### src/rtl/rbz_bridge_pkg.sv
// Shared definitions for the Wishbone-to-register-SPI bridge.
// Holds the register window byte offsets, CTRL/STATUS bit positions,
// the transmit FSM state type and the LEN clamping helper.
package rbz_bridge_pkg;

  localparam int unsigned OFS_DATA   = 32'h0;
  localparam int unsigned OFS_CTRL   = 32'h4;
  localparam int unsigned OFS_STATUS = 32'h8;

  localparam int CTRL_START_BIT  = 8;
  localparam int CTRL_IRQ_EN_BIT = 9;

  localparam int STATUS_BUSY_BIT    = 0;
  localparam int STATUS_DONE_BIT    = 1;
  localparam int STATUS_OVERRUN_BIT = 2;

  typedef enum logic [2:0] {
    ST_IDLE,
    ST_LO,
    ST_HI,
    ST_TAIL,
    ST_GAP
  } spi_state_t;

  // A 6-bit LEN field can hold up to 63; anything above 32 means "full word".
  function automatic logic [5:0] clamp_len(input logic [5:0] raw);
    return (raw > 6'd32) ? 6'd32 : raw;
  endfunction

endpackage

### src/rtl/spi_shift_tx.sv
// Mode-0 SPI transmitter for one 1..32-bit frame, MSB first.
// Ports:
//   clk, reset     system clock, synchronous active-high reset
//   start          one-cycle request; sampled only while idle
//   data, len      payload (right-aligned) and bit count 1..32
//   busy           high from the first LO state through the end of GAP
//   done           one-cycle pulse on the edge that returns to IDLE
//   csb, sclk, mosi registered SPI pins
module spi_shift_tx
  import rbz_bridge_pkg::*;
#(
  parameter int CLK_DIV = 2
) (
  input  logic        clk,
  input  logic        reset,
  input  logic        start,
  input  logic [31:0] data,
  input  logic [5:0]  len,
  output logic        busy,
  output logic        done,
  output logic        csb,
  output logic        sclk,
  output logic        mosi
);

  localparam int DIV_W = (CLK_DIV > 1) ? $clog2(CLK_DIV) : 1;
  localparam logic [DIV_W-1:0] DIV_LAST = DIV_W'(CLK_DIV - 1);

  spi_state_t       state, state_n;
  logic [DIV_W-1:0] div_cnt, div_n;
  logic [5:0]       bit_cnt, bit_n;
  logic [31:0]      shreg, shreg_n;
  logic             half_end;
  logic             frame_n;
  logic             csb_n, sclk_n, mosi_n;

  assign half_end = (div_cnt == DIV_LAST);
  assign busy     = (state != ST_IDLE);
  assign done     = (state == ST_GAP) && half_end;

  // State, counters and pins all update on the same edge, so the pins are
  // glitch-free registers that line up exactly with the state they belong to.
  always_ff @(posedge clk) begin
    if (reset) begin
      state   <= ST_IDLE;
      div_cnt <= '0;
      bit_cnt <= '0;
      shreg   <= '0;
      csb     <= 1'b1;
      sclk    <= 1'b0;
      mosi    <= 1'b0;
    end else begin
      state   <= state_n;
      div_cnt <= div_n;
      bit_cnt <= bit_n;
      shreg   <= shreg_n;
      csb     <= csb_n;
      sclk    <= sclk_n;
      mosi    <= mosi_n;
    end
  end

  // Every non-idle state lasts CLK_DIV cycles. The payload is left-aligned at
  // load time so the current bit is always shreg[31]; the last bit is not
  // shifted out so TAIL keeps driving it.
  always_comb begin
    state_n = state;
    bit_n   = bit_cnt;
    shreg_n = shreg;
    div_n   = (state == ST_IDLE || half_end) ? '0 : div_cnt + DIV_W'(1);
    case (state)
      ST_IDLE: begin
        if (start) begin
          state_n = ST_LO;
          shreg_n = data << (6'd32 - len);
          bit_n   = len;
        end
      end
      ST_LO: begin
        if (half_end) state_n = ST_HI;
      end
      ST_HI: begin
        if (half_end) begin
          bit_n = bit_cnt - 6'd1;
          if (bit_cnt == 6'd1) begin
            state_n = ST_TAIL;
          end else begin
            shreg_n = shreg << 1;
            state_n = ST_LO;
          end
        end
      end
      ST_TAIL: begin
        if (half_end) state_n = ST_GAP;
      end
      ST_GAP: begin
        if (half_end) state_n = ST_IDLE;
      end
      default: state_n = ST_IDLE;
    endcase

    frame_n = (state_n == ST_LO) || (state_n == ST_HI) || (state_n == ST_TAIL);
    csb_n   = !frame_n;
    sclk_n  = (state_n == ST_HI);
    mosi_n  = frame_n ? shreg_n[31] : 1'b0;
  end

endmodule

### src/rtl/wb_reg_spi_bridge.sv
// Wishbone classic slave that turns single register writes into raybox
// register-SPI frames, replacing LA bit-banging of csb/sclk/mosi.
// Ports:
//   i_clk, i_reset            system clock, synchronous active-high reset
//   i_wb_*                    Wishbone classic slave request
//   o_wb_ack, o_wb_dat        one-cycle ack with registered read data
//   o_reg_csb/sclk/mosi       SPI pins toward the register port mux
//   o_irq                     level interrupt, done & irq_en
// Window: DATA at +0x0, CTRL at +0x4 (LEN, START, irq_en), STATUS at +0x8.
module wb_reg_spi_bridge
  import rbz_bridge_pkg::*;
#(
  parameter logic [31:0] BASE_ADDR = 32'h3000_0000,
  parameter int          ADDR_BITS = 4,
  parameter int          CLK_DIV   = 2
) (
  input  logic        i_clk,
  input  logic        i_reset,
  input  logic        i_wb_cyc,
  input  logic        i_wb_stb,
  input  logic        i_wb_we,
  input  logic [3:0]  i_wb_sel,
  input  logic [31:0] i_wb_adr,
  input  logic [31:0] i_wb_dat,
  output logic        o_wb_ack,
  output logic [31:0] o_wb_dat,
  output logic        o_reg_csb,
  output logic        o_reg_sclk,
  output logic        o_reg_mosi,
  output logic        o_irq
);

  logic [ADDR_BITS-1:0] ofs;
  logic                 hit, accept, wr;
  logic                 is_data, is_ctrl, is_status;
  logic [5:0]           new_len, eff_len;
  logic                 start_req;
  logic [31:0]          rd_val;

  logic [31:0] data_q;
  logic [5:0]  len_q;
  logic        irq_en_q, done_q, overrun_q, start_q;
  logic        busy, tx_done;

  assign ofs       = i_wb_adr[ADDR_BITS-1:0];
  assign hit       = i_wb_cyc && i_wb_stb &&
                     (i_wb_adr[31:ADDR_BITS] == BASE_ADDR[31:ADDR_BITS]);
  // Blocking accepts during the ack cycle keeps a held request from being
  // executed twice.
  assign accept    = hit && !o_wb_ack;
  assign wr        = accept && i_wb_we;
  assign is_data   = (ofs == ADDR_BITS'(OFS_DATA));
  assign is_ctrl   = (ofs == ADDR_BITS'(OFS_CTRL));
  assign is_status = (ofs == ADDR_BITS'(OFS_STATUS));
  assign new_len   = clamp_len(i_wb_dat[5:0]);
  assign eff_len   = i_wb_sel[0] ? new_len : len_q;
  assign start_req = wr && is_ctrl && i_wb_sel[1] && i_wb_dat[CTRL_START_BIT];
  assign o_irq     = done_q && irq_en_q;

  // Read mux; unmapped offsets return zero.
  always_comb begin
    rd_val = '0;
    if (is_data) begin
      rd_val = data_q;
    end else if (is_ctrl) begin
      rd_val[5:0]             = len_q;
      rd_val[CTRL_IRQ_EN_BIT] = irq_en_q;
    end else if (is_status) begin
      rd_val[STATUS_BUSY_BIT]    = busy;
      rd_val[STATUS_DONE_BIT]    = done_q;
      rd_val[STATUS_OVERRUN_BIT] = overrun_q;
    end
  end

  // Bus handshake and register file. START is registered so the transmitter
  // sees the freshly written DATA/LEN; statements are ordered so a set from
  // the transmitter beats a same-cycle write-one-to-clear.
  always_ff @(posedge i_clk) begin
    if (i_reset) begin
      o_wb_ack  <= 1'b0;
      o_wb_dat  <= '0;
      data_q    <= '0;
      len_q     <= '0;
      irq_en_q  <= 1'b0;
      done_q    <= 1'b0;
      overrun_q <= 1'b0;
      start_q   <= 1'b0;
    end else begin
      o_wb_ack <= accept;
      o_wb_dat <= (accept && !i_wb_we) ? rd_val : 32'd0;
      start_q  <= 1'b0;

      if (wr && is_status && i_wb_sel[0]) begin
        if (i_wb_dat[STATUS_DONE_BIT])    done_q    <= 1'b0;
        if (i_wb_dat[STATUS_OVERRUN_BIT]) overrun_q <= 1'b0;
      end

      if (wr && is_data) begin
        if (busy) begin
          overrun_q <= 1'b1;
        end else begin
          for (int b = 0; b < 4; b++)
            if (i_wb_sel[b]) data_q[8*b +: 8] <= i_wb_dat[8*b +: 8];
        end
      end

      if (wr && is_ctrl) begin
        if (i_wb_sel[0]) len_q    <= new_len;
        if (i_wb_sel[1]) irq_en_q <= i_wb_dat[CTRL_IRQ_EN_BIT];
      end

      if (start_req) begin
        if (busy) begin
          overrun_q <= 1'b1;
        end else if (eff_len != 6'd0) begin
          start_q <= 1'b1;
          done_q  <= 1'b0;
        end
      end

      if (tx_done) done_q <= 1'b1;
    end
  end

  spi_shift_tx #(
    .CLK_DIV(CLK_DIV)
  ) u_tx (
    .clk  (i_clk),
    .reset(i_reset),
    .start(start_q),
    .data (data_q),
    .len  (len_q),
    .busy (busy),
    .done (tx_done),
    .csb  (o_reg_csb),
    .sclk (o_reg_sclk),
    .mosi (o_reg_mosi)
  );

endmodule

### config.mk
export PLATFORM = sky130hd
export DESIGN_NAME = wb_reg_spi_bridge
export DESIGN_NICKNAME = d
export VERILOG_FILES = /design/src/rtl/rbz_bridge_pkg.sv /design/src/rtl/spi_shift_tx.sv /design/src/rtl/wb_reg_spi_bridge.sv
export SDC_FILE = /design/constraint.sdc
export NUM_CORES = 1
export LEC_CHECK = 0
export ABC_AREA = 1
export CAP_MARGIN = 20
export CORE_MARGIN = 2
export CORE_UTILIZATION = 55
export DETAILED_ROUTE_END_ITERATION = 10
export GPL_TIMING_DRIVEN = 1
export PLACE_DENSITY = 0.82
export SLEW_MARGIN = 0
export SYNTH_ARGS = -nofsm -noshare
export SYNTH_HDL_FRONTEND = slang
export SYNTH_HIERARCHICAL = 1
export SYNTH_SLANG_ARGS = --single-unit
### constraint.sdc
create_clock -name i_clk -period 3.1 [get_ports i_clk]
set_input_delay 0.465 -clock i_clk [delete_from_list [all_inputs] [get_ports i_clk]]
set_output_delay 0.465 -clock i_clk [all_outputs]
set_load 0.05 [all_outputs]
==> flow_metrics.py <==
metrics = {
    "drt": {
        "wirelength_um": 19610,
        "vias": 7471,
        "firstDrtPassIters": 5,
        "drc": 0,
        "viasPerCell": 5.441,
        "wl_per_cell_um": 14.28,
        "antenna_left": 0,
        "drt_iter0_drc": 681,
    },
    "final_layout": {
        "finish.instance_area_um2": 8531,
        "layout-drive-gt1-share_pct": 6.245,
        "area_growth_pct": 22.98,
        "antenna_cells": 0,
        "instances_no_fill": 1373,
        "nets": 1264,
    },
    "worst_setup_path": {
        "slowest_stage": "dfxtp_1",
        "cpPeakStageDelay_ns": 0.33,
        "crit_chain": "inv_4, ha_1, inv_1, buf_4, nand3_1, nand3_1, nand2_1, nand2_1, nand2_1, nand2_1, nand3_1, nand2_1, inv_1",
        "end_kind": "flip-flop",
        "required_ns": 3.42,
        "crit_buf_inv": 4,
        "cp_top_family": "simple AND/OR/NAND/NOR gates",
        "r2r_start": "len_q[0]",
        "rrSetupSlack_ns": 0.79,
        "reg2reg_depth": 13,
        "cp_max_fo": 38,
        "arrival_ns": 2.63,
        "r2r-end": "u_tx/shreg[31]",
        "critPathLaunchType": "flip-flop",
        "cp_common_cell": "nand2_1",
        "critPathKind": "flip-flop to flip-flop",
    },
    "pwr": {
        "power_uw": 3632,
        "powerDensity_nw_per_um2": 425.8,
        "leakage_uw": 0.003673,
        "irDropWorstVdd_mv": 0.4262,
    },
    "timing": {
        "fin_ws_ns": 0.7948,
        "period_needed_ns": 2.305,
        "hold_viol": 0,
        "finalSetupViolations": 0,
        "finalCritPeriodShare_pct": 74.36,
        "slew_headroom_pct": 37.91,
        "fmax_ghz": 0.4338,
        "skew_ns": 0.01073,
        "tns_ns": 0,
        "tightestPinTransition_ns": 0.9303,
        "slew_violations": 0,
        "rsz0062_at_grt": "false",
    },
    "floorplan": {
        "dieHeight_um": 116.3,
        "dieArea_um2": 13530,
        "die_x_um": 116.3,
        "core_um2": 12470,
        "io_pins": 110,
        "rows": 41,
        "initial_utilization_pct": 55.65,
    },
    "synthesis": {
        "netlist_instances": 1104,
        "synth_ff_type": "dfxtp_1",
        "synth_cell_type_count": 38,
        "synth_edf_count": 0,
        "yosys_warnings": 6,
        "syn_area_per_cell_um2": 6.283,
        "syn-num-nets": 1180,
        "ys_seq_area_share_pct": 34.63,
        "async_flop_share_pct": 0,
        "syn-cell-area_um2": 6937,
        "yosys_register_bits": 120,
    },
    "hold_path": {
        "hold_depth": 2,
        "min_to": "o_wb_dat[31]",
        "hp-start": "data_q[31]",
        "hp-class": "flip-flop to flip-flop",
    },
    "grt": {
        "globalRouteTotalUtil_pct": 30.13,
        "antenna_found_initial": 0,
        "grt_max_degree": 39,
        "grt_pass1_vias": 6851,
        "grt_pass1_wl_um": 32200,
        "overflow": 0,
    },
    "clock_network": {
        "cts-htree-levels": 4,
        "post_cts_buffers": 0,
        "cts_buffers": 17,
        "cts_num_sinks": 120,
        "post_cts_resize_count": 0,
        "path_clk_slew_ns": 0.06,
        "cts_buffer_depth": 2,
        "cts-root-buf": "clkbuf_16",
        "cts_tree": "yes",
        "clkLatencyLatePin_ns": 0.43,
        "hold_buffers": 0,
    },
    "job": {
        "cap_viol_max_count": 0,
    },
    "placed_design": {
        "dp.cells": 1341,
        "gp_congestion": 0.9716,
        "pre_cts_slack_ns": 0.6131,
        "port_buffers": 109,
        "placed_area_um2": 7961,
        "hpwl_um": 14080,
    },
    "status": {
        "status": "complete, no violations",
    },
}
## worst max-delay path by stage
stage | startpoint | cells after the start | slack (ns) | endpoint
2_1_floorplan | len_q[0] | 14 | 0.94 | u_tx/shreg[31]
3_3_place_gp | i_wb_adr[28] | 12 | 0.66 | data_q[4]
3_5_place_dp | i_wb_adr[1] | 9 | 0.61 | data_q[7]
4_1_cts | len_q[0] | 13 | 0.85 | u_tx/shreg[31]
5_1_grt | len_q[0] | 13 | 0.55 | u_tx/shreg[30]
6_report | len_q[0] | 13 | 0.79 | u_tx/shreg[31]
## per-stage QoR
stage          utilization [%]  hold slack [ns]
2_1_floorplan                -           0.4184
3_3_place_gp             63.87           0.4455
3_5_place_dp             63.87           0.4442
4_1_cts                  68.43           0.4535
5_1_grt                  68.43           0.4790
6_report                 68.43           0.4532
## Yosys cell counts (3+ instances only)
library cell  number  area share, %
inv_1            101            5.5
dfxtp_1          120             35
inv_2             11           0.60
nand4_1            9           0.81
nand2_1          268             15
o21ai_1            9           0.65
nor2_4             4           0.65
buf_6             14            2.3
nand2_2            6           0.54
a211oi_1           4           0.43
a31oi_1           14            1.3
nand3_2            3           0.43
nor3_1             4           0.29
o21ai_0           61            4.4
ha_1               3           0.54
clkbuf_1          14           0.76
buf_4              7           0.76
buf_2             14            1.0
a21oi_1           61            4.4
buf_1              3           0.16
nand3_1          177             13
nor2_1           177            9.6
## registers in the layout (all words and copies together) (netlist names), 3 cells and up
name,cells
o_wb_dat,32
u_tx/state,3
u_tx/bit_cnt,6
data_q,32
len_q,6
u_tx/shreg,32
## cell families after synthesis
group | share of synthesized area (%)
AOI/OAI and AO/OA | 11.47
xor gates and xnor gates | 0.3789
adders and majority gates | 0.5412
buffers and inverters | 11.18
DFF | 34.63
and+or+nand+nor | 41.79
## where the power goes
group | leakage [uW] | internal [uW] | total [uW] | switching (uW)
registers | 0.000966 | 1540 | 1540 | 0.0000000540
logic | 0.00243 | 97.3 | 172 | 74.5
clock network | 0.000277 | 1080 | 1920 | 838
## cells in the final DEF, fill, tap and decap left out, types with 2 or more instances in the layout
cell type / n
nand2_1: 268
nor2_1: 177
nand3_1: 177
dfxtp_1: 120
clkdlybuf4s50_1: 109
inv_1: 101
o21ai_0: 61
a21oi_1: 61
clkbuf_16: 17
a31oi_1: 14
inv_2: 11
o21ai_1: 9
nand4_1: 9
buf_4: 9
inv_6: 7
nand2_2: 6
nor2_4: 4
nor3_1: 4
a211oi_1: 4
inv_8: 4
nand3_2: 3
ha_1: 3
nor3_4: 2
nor2_8: 2
clkinvlp_4: 2
nor2_2: 2
xnor2_1: 2
## worst reg2reg max path, cell delays in order (launching register included)
cell and delay [ns]:
dfxtp_1 0.33, inv_4 0.30, ha_1 0.32, inv_1 0.06
buf_4 0.31, nand3_1 0.18, nand3_1 0.12, nand2_1 0.08
nand2_1 0.07, nand2_1 0.09, nand2_1 0.08, nand3_1 0.12
nand2_1 0.09, inv_1 0.04
## routing by layer
layer | part of all wire [%] | vias to the layer above | global-route usage [%]
met1 | 43 | 3389 | 37.29
met4 | 3.1 | 0 | 13.33
met3 | 6.1 | 49 | 7.992
met2 | 48 | 287 | 49.42
met5 | 0 | - | 0
li1 | - | 3746 | -
## area by class of cell
| cell class | instances | area [um2] |
|---|---|---|
| clock inverters | 14 | 130.1 |
| multi-input cells | 818 | 3759 |
| clock buffers | 18 | 439.2 |
| repair buffers | 118 | 1159 |
| well taps | 172 | 215.2 |
| inverters | 113 | 426.7 |
| fillers | 1127 | 3935 |
| flip-flops and latches | 120 | 2402 |
No activity file was read; power rests on OpenSTA's default activity.
